**src/rtl/fifo_pkg.sv**
```systemverilog
// Shared constants and types for the byte FIFO.
package fifo_pkg;

  localparam int FIFO_DATA_WIDTH  = 8;
  localparam int FIFO_DEPTH       = 8;
  localparam int FIFO_COUNT_WIDTH = 4;
  localparam int FIFO_PTR_WIDTH   = $clog2(FIFO_DEPTH);

  typedef logic [FIFO_PTR_WIDTH-1:0] ptr_t;

endpackage

```
**src/rtl/fifo_mem.sv**
```systemverilog
// Register-array storage for the FIFO: one synchronous write port and one
// synchronous read port whose output register is the FIFO's Data_out.
module fifo_mem
  import fifo_pkg::*;
#(
  parameter int DATA_WIDTH = FIFO_DATA_WIDTH,
  parameter int DEPTH      = FIFO_DEPTH,
  parameter int PTR_WIDTH  = $clog2(DEPTH)
) (
  input  logic                  clk,
  input  logic                  rst,
  input  logic                  wr_en,
  input  logic [PTR_WIDTH-1:0]  wr_addr,
  input  logic [DATA_WIDTH-1:0] wr_data,
  input  logic                  rd_en,
  input  logic [PTR_WIDTH-1:0]  rd_addr,
  output logic [DATA_WIDTH-1:0] rd_data
);

  logic [DATA_WIDTH-1:0] mem_r [DEPTH];
  logic [DATA_WIDTH-1:0] rd_data_r;

  // Storage write; contents deliberately survive reset.
  always_ff @(posedge clk) begin
    if (rst && wr_en) begin
      mem_r[wr_addr] <= wr_data;
    end
  end

  // Read data register; holds its value between accepted reads.
  always_ff @(posedge clk) begin
    if (!rst) begin
      rd_data_r <= {DATA_WIDTH{1'b0}};
    end else if (rd_en) begin
      rd_data_r <= mem_r[rd_addr];
    end else begin
      rd_data_r <= rd_data_r;
    end
  end

  assign rd_data = rd_data_r;

endmodule

```
**src/rtl/fifo.sv**
```systemverilog
// Synchronous single-clock FIFO with registered read data, count and flags.
// Optional overflow/underflow pulse outputs are enabled by FIFO_ERR_FLAGS_EN.
module fifo
  import fifo_pkg::*;
#(
  parameter int DATA_WIDTH  = FIFO_DATA_WIDTH,
  parameter int DEPTH       = FIFO_DEPTH,
  parameter int COUNT_WIDTH = FIFO_COUNT_WIDTH
) (
  input  logic                   clk,
  input  logic                   rst,
  input  logic [DATA_WIDTH-1:0]  Data_in,
  input  logic                   rd,
  input  logic                   wr,
  output logic                   empty,
  output logic                   full,
  output logic [COUNT_WIDTH-1:0] count,
`ifdef FIFO_ERR_FLAGS_EN
  output logic                   overflow,
  output logic                   underflow,
`endif
  output logic [DATA_WIDTH-1:0]  Data_out
);

  localparam int PTR_WIDTH = $clog2(DEPTH);
  localparam logic [COUNT_WIDTH-1:0] COUNT_FULL = COUNT_WIDTH'(DEPTH);

  logic [PTR_WIDTH-1:0]   wr_ptr_r;
  logic [PTR_WIDTH-1:0]   rd_ptr_r;
  logic [COUNT_WIDTH-1:0] count_r;
  logic [COUNT_WIDTH-1:0] count_next_s;
  logic                   empty_r;
  logic                   full_r;
  logic                   rd_accept_s;
  logic                   wr_accept_s;

  // A write into a full FIFO is only legal when a read frees a slot the same edge.
  always_comb begin
    rd_accept_s = rd && !empty_r;
    wr_accept_s = wr && (!full_r || rd_accept_s);
  end

  // Occupancy update from the accepted operations.
  always_comb begin
    count_next_s = count_r;
    case ({wr_accept_s, rd_accept_s})
      2'b10:   count_next_s = count_r + COUNT_WIDTH'(1);
      2'b01:   count_next_s = count_r - COUNT_WIDTH'(1);
      default: count_next_s = count_r;
    endcase
  end

  // Pointers, count and flags; flags are registered from the next count.
  always_ff @(posedge clk) begin
    if (!rst) begin
      wr_ptr_r <= {PTR_WIDTH{1'b0}};
      rd_ptr_r <= {PTR_WIDTH{1'b0}};
      count_r  <= {COUNT_WIDTH{1'b0}};
      empty_r  <= 1'b1;
      full_r   <= 1'b0;
    end else begin
      wr_ptr_r <= wr_accept_s ? wr_ptr_r + PTR_WIDTH'(1) : wr_ptr_r;
      rd_ptr_r <= rd_accept_s ? rd_ptr_r + PTR_WIDTH'(1) : rd_ptr_r;
      count_r  <= count_next_s;
      empty_r  <= (count_next_s == {COUNT_WIDTH{1'b0}});
      full_r   <= (count_next_s == COUNT_FULL);
    end
  end

  fifo_mem #(
    .DATA_WIDTH (DATA_WIDTH),
    .DEPTH      (DEPTH),
    .PTR_WIDTH  (PTR_WIDTH)
  ) u_mem (
    .clk     (clk),
    .rst     (rst),
    .wr_en   (wr_accept_s),
    .wr_addr (wr_ptr_r),
    .wr_data (Data_in),
    .rd_en   (rd_accept_s),
    .rd_addr (rd_ptr_r),
    .rd_data (Data_out)
  );

`ifdef FIFO_ERR_FLAGS_EN
  logic overflow_r;
  logic underflow_r;

  // One-cycle pulses for rejected requests.
  always_ff @(posedge clk) begin
    if (!rst) begin
      overflow_r  <= 1'b0;
      underflow_r <= 1'b0;
    end else begin
      overflow_r  <= wr && !wr_accept_s;
      underflow_r <= rd && !rd_accept_s;
    end
  end

  assign overflow  = overflow_r;
  assign underflow = underflow_r;
`endif

  assign empty = empty_r;
  assign full  = full_r;
  assign count = count_r;

endmodule

```
**config.mk**
```make
export PLATFORM = sky130hd
export DESIGN_NAME = fifo
export DESIGN_NICKNAME = d
export VERILOG_FILES = /design/src/rtl/fifo_pkg.sv /design/src/rtl/fifo_mem.sv /design/src/rtl/fifo.sv
export SDC_FILE = /design/constraint.sdc
export NUM_CORES = 1
export LEC_CHECK = 0
export ABC_CLOCK_PERIOD_IN_PS = 5400
export BUFFER_PORTS_ARGS = -buffer_cell sky130_fd_sc_hd__buf_2
export CORE_ASPECT_RATIO = 1.1
export CORE_MARGIN = 3
export CORE_UTILIZATION = 63
export DETAILED_ROUTE_END_ITERATION = 16
export PLACE_DENSITY = 0.83
export SYNTH_ARGS = -nofsm -noshare
export SYNTH_HDL_FRONTEND = slang
export SYNTH_HIERARCHICAL = 1
export SYNTH_SLANG_ARGS = --single-unit
```
**constraint.sdc**
```tcl
create_clock -name clk -period 5.4 [get_ports clk]
set_input_delay 0.54 -clock clk [delete_from_list [all_inputs] [get_ports clk]]
set_output_delay 0.54 -clock clk [all_outputs]
set_load 0.05 [all_outputs]
```
==> impl_metrics.csv <==
group,metric,value,unit
global_routing,use_met3,3.47,%
sta,tightest_slew,0.917,ns
route,avgViaCountPerCell,5.80,
sta,holdWs,0.468,ns
worst_hold_path,worstHoldPathCells,1,
synthesis,synth-xor-area-share,2.07,%
critical_path,worst-r2r-setup-slack,2.71,ns
sta,setup_ws,2.71,ns
critical_path,worstPathMaxFanout,22,
floorplan,die_area,6300,µm²
clock_network,numCtsBuffers,9,
critical_path,start_kind,"register",
synthesis,ys_seq_elements,84,
floorplan,chipHeight,82.9,µm
critical_path,worst-r2r-cell-count,12,
place,dp_hpwl,3870,µm
layout,syn2layout_area_growth,10.6,%
clock_network,cts_tree,"done",
clock_network,ctsResizeCount,0,
sta,min_period,2.69,ns
global_routing,antenna_found_initial,0,
pwr,power_density,396,nW/µm²
layout,seqCellArea,2320,µm²
pwr,p_total,1.49,mW
synthesis,yosysWarnings,6,
sta,hold_viol_final,0,
synthesis,async_flop_share,0,%
route,drt-pass1-iter-count,4,
outcome,status,"completed",
layout,final_common_cell,"edfxtp_1",
sta,max_slew_margin,38.6,%
layout,multi_input_area,968,µm²
route,drc,0,
global_routing,use_met2,32.6,%
floorplan,boundaryPins,26,
synthesis,synth_adder_area_share,1.85,%
clock_network,htree_levels,3,
global_routing,grt_max_degree,35,
global_routing,grt_pass1_vias,1970,
sta,timing.fmax,372,MHz
route,postRouteAntennaNets,0,
global_routing,grt-ovfl-total,0,
sta,rsz0062_at_grt,"no",
clock_network,postCtsSetupBuffers,0,
place,place_congestion,0.805,
synthesis,ys_seq_area_share,68.5,%
synthesis,synth-simple-area-share,5.87,%
synthesis,syn_nets,240,
clock_network,cts.path.max_buffers,2,
worst_hold_path,min-delay-start,"Data_in[2]",
layout,final_util,73.5,%
layout,final_cell_mix,"64 x edfxtp_1, 25 x buf_2, 20 x dfxtp_1, 19 x mux2i_1, 17 x nor2_1",
route,drt-initial-drc-count,187,
global_routing,grt-busiest-layer,"met2",
floorplan,rows,27,
global_routing,met1_usage,26.6,%
worst_hold_path,hold_class,"in2reg",
layout,fin_nets,270,
synthesis,ys.flop_type,"edfxtp_1",
synthesis,muxShareOfSynthArea,10.9,%
global_routing,grt_first_pass_wirelength,9850,µm
layout,fillers,322,
clock_network,path_clk_slew,0.09,ns
sta,setup_tns,0,ns
synthesis,avgSynthCellArea,15.2,µm²
pwr,leakagePower,1.32,nW
place,dp_slack,2.37,ns
sta,clock_skew,0.00876,ns
floorplan,start_util,66.5,%
sta,setup_viol,0,
floorplan,core_region_area,5100,µm²
synthesis,synth.distinct_cells,35,
global_routing,grt.total_usage,20.6,%
clock_network,insertion_delay,0.34,ns
clock_network,cts_hold_buf,0,
synthesis,syn_inst,223,
critical_path,rr_startpoint,"empty",
critical_path,timing.rr.end,"full",
clock_network,clock_sinks,84,
critical_path,critPathCaptureType,"register",
clock_network,cts_root_buf,"clkbuf_8",
route,wl_per_cell,18.0,µm
critical_path,arrival,2.95,ns
sta,finalMaxSlewViolations,0,
sta,period_share,49.7,%
route,dr_total_vias,1913,
route,wirelength,5950,µm
synthesis,syn-cell-area,3390,µm²
synthesis,synth_edf_count,64,
layout,drive_above_1_share,24.4,%
place,portBuffers,25,
pwr,peakVddDrop,0.000370,V
worst_hold_path,hold_end,"u_mem/mem_r[5][2]",
floorplan,die_x,76.0,µm
critical_path,worstPathRequired,5.66,ns
synthesis,synth_top_family_by_area,"multiplexers",
layout,diodes,0,
critical_path,crit_type,"reg2reg",
run,drv_cap,0,
synthesis,synth_compound_area_share,7.86,%
==> sequential cells by signal, summed over array words and instances, names as in the netlist <==
register / cells
empty: 1
count: 4
u_mem/mem_r: 64
wr_ptr_r: 3
u_mem/rd_data: 8
rd_ptr_r: 3
full: 1
==> per-layer routing <==
metal	routed length, µm	vias up
met4	150	0
li1	-	906
met2	2960	54
met5	0	-
met1	2510	941
met3	326	12
==> logic make-up (layout without fill, tap and decap cells) <==
group	after synthesis	in the layout
AO/OA/AOI/OAI	39	39
XOR/XNOR	8	8
adder cells (fa/ha/maj)	5	5
buffers and inverters	14	49
flip-flops	84	84
multiplexers	35	35
AND/OR/NAND/NOR	38	38
==> cell type report <==
type,count,area share (%)
timing repair buffer,29,4.14
clock inverter,7,2.00
inverter,4,0.400
multi-input combinational,125,25.8
tap,72,2.40
sequential,84,61.9
clock buffer,9,3.30
==> synthesized netlist by cell type (5+ instances only) <==
| master | number | area [µm²] |
|---|---|---|
| a21oi_1 | 9 | 45.0 |
| a221o_1 | 7 | 70.1 |
| clkbuf_1 | 5 | 18.8 |
| dfxtp_1 | 20 | 400 |
| edfxtp_1 | 64 | 1920 |
| ha_1 | 5 | 62.6 |
| mux2_2 | 16 | 180 |
| mux2i_1 | 19 | 190 |
| nand2b_1 | 5 | 31.3 |
| nor2_1 | 17 | 63.8 |
| o21ai_0 | 8 | 40.0 |
| o22ai_1 | 7 | 43.8 |
==> worst max-delay path by stage <==
stage | start | cells past startpoint | endpoint
global route | empty | 12 | full
global placement | rd | 13 | full
CTS | empty | 12 | full
floorplan | rd | 12 | empty
finish | empty | 12 | full
detailed placement | rd | 13 | full
==> report_power, final <==
group,internal [mW],switching [mW]
combinational,0.107,0.189
clock,0.217,0.221
sequential,0.729,0.0232
total,1.05,0.434
==> critical path, stage by stage (launching register included) <==
cell and delay, ns:
dfxtp_1 0.32, nor2b_1 0.10, buf_4 0.25, o21a_1 0.29
inv_1 0.10, ha_1 0.27, xor2_1 0.17, ha_1 0.18
a21oi_1 0.19, xor2_1 0.19, nor2_1 0.07, xnor2_1 0.24
nor4b_2 0.24
==> metrics by stage <==
stage | instance area (µm²) | std cells
finish | 3750 | 330
global route | 3750 | 330
CTS | 3750 | 330
detailed placement | 3550 | 314
global placement | 3550 | 314
floorplan | 3390 | 223
Power figures use the tool's default switching activity.
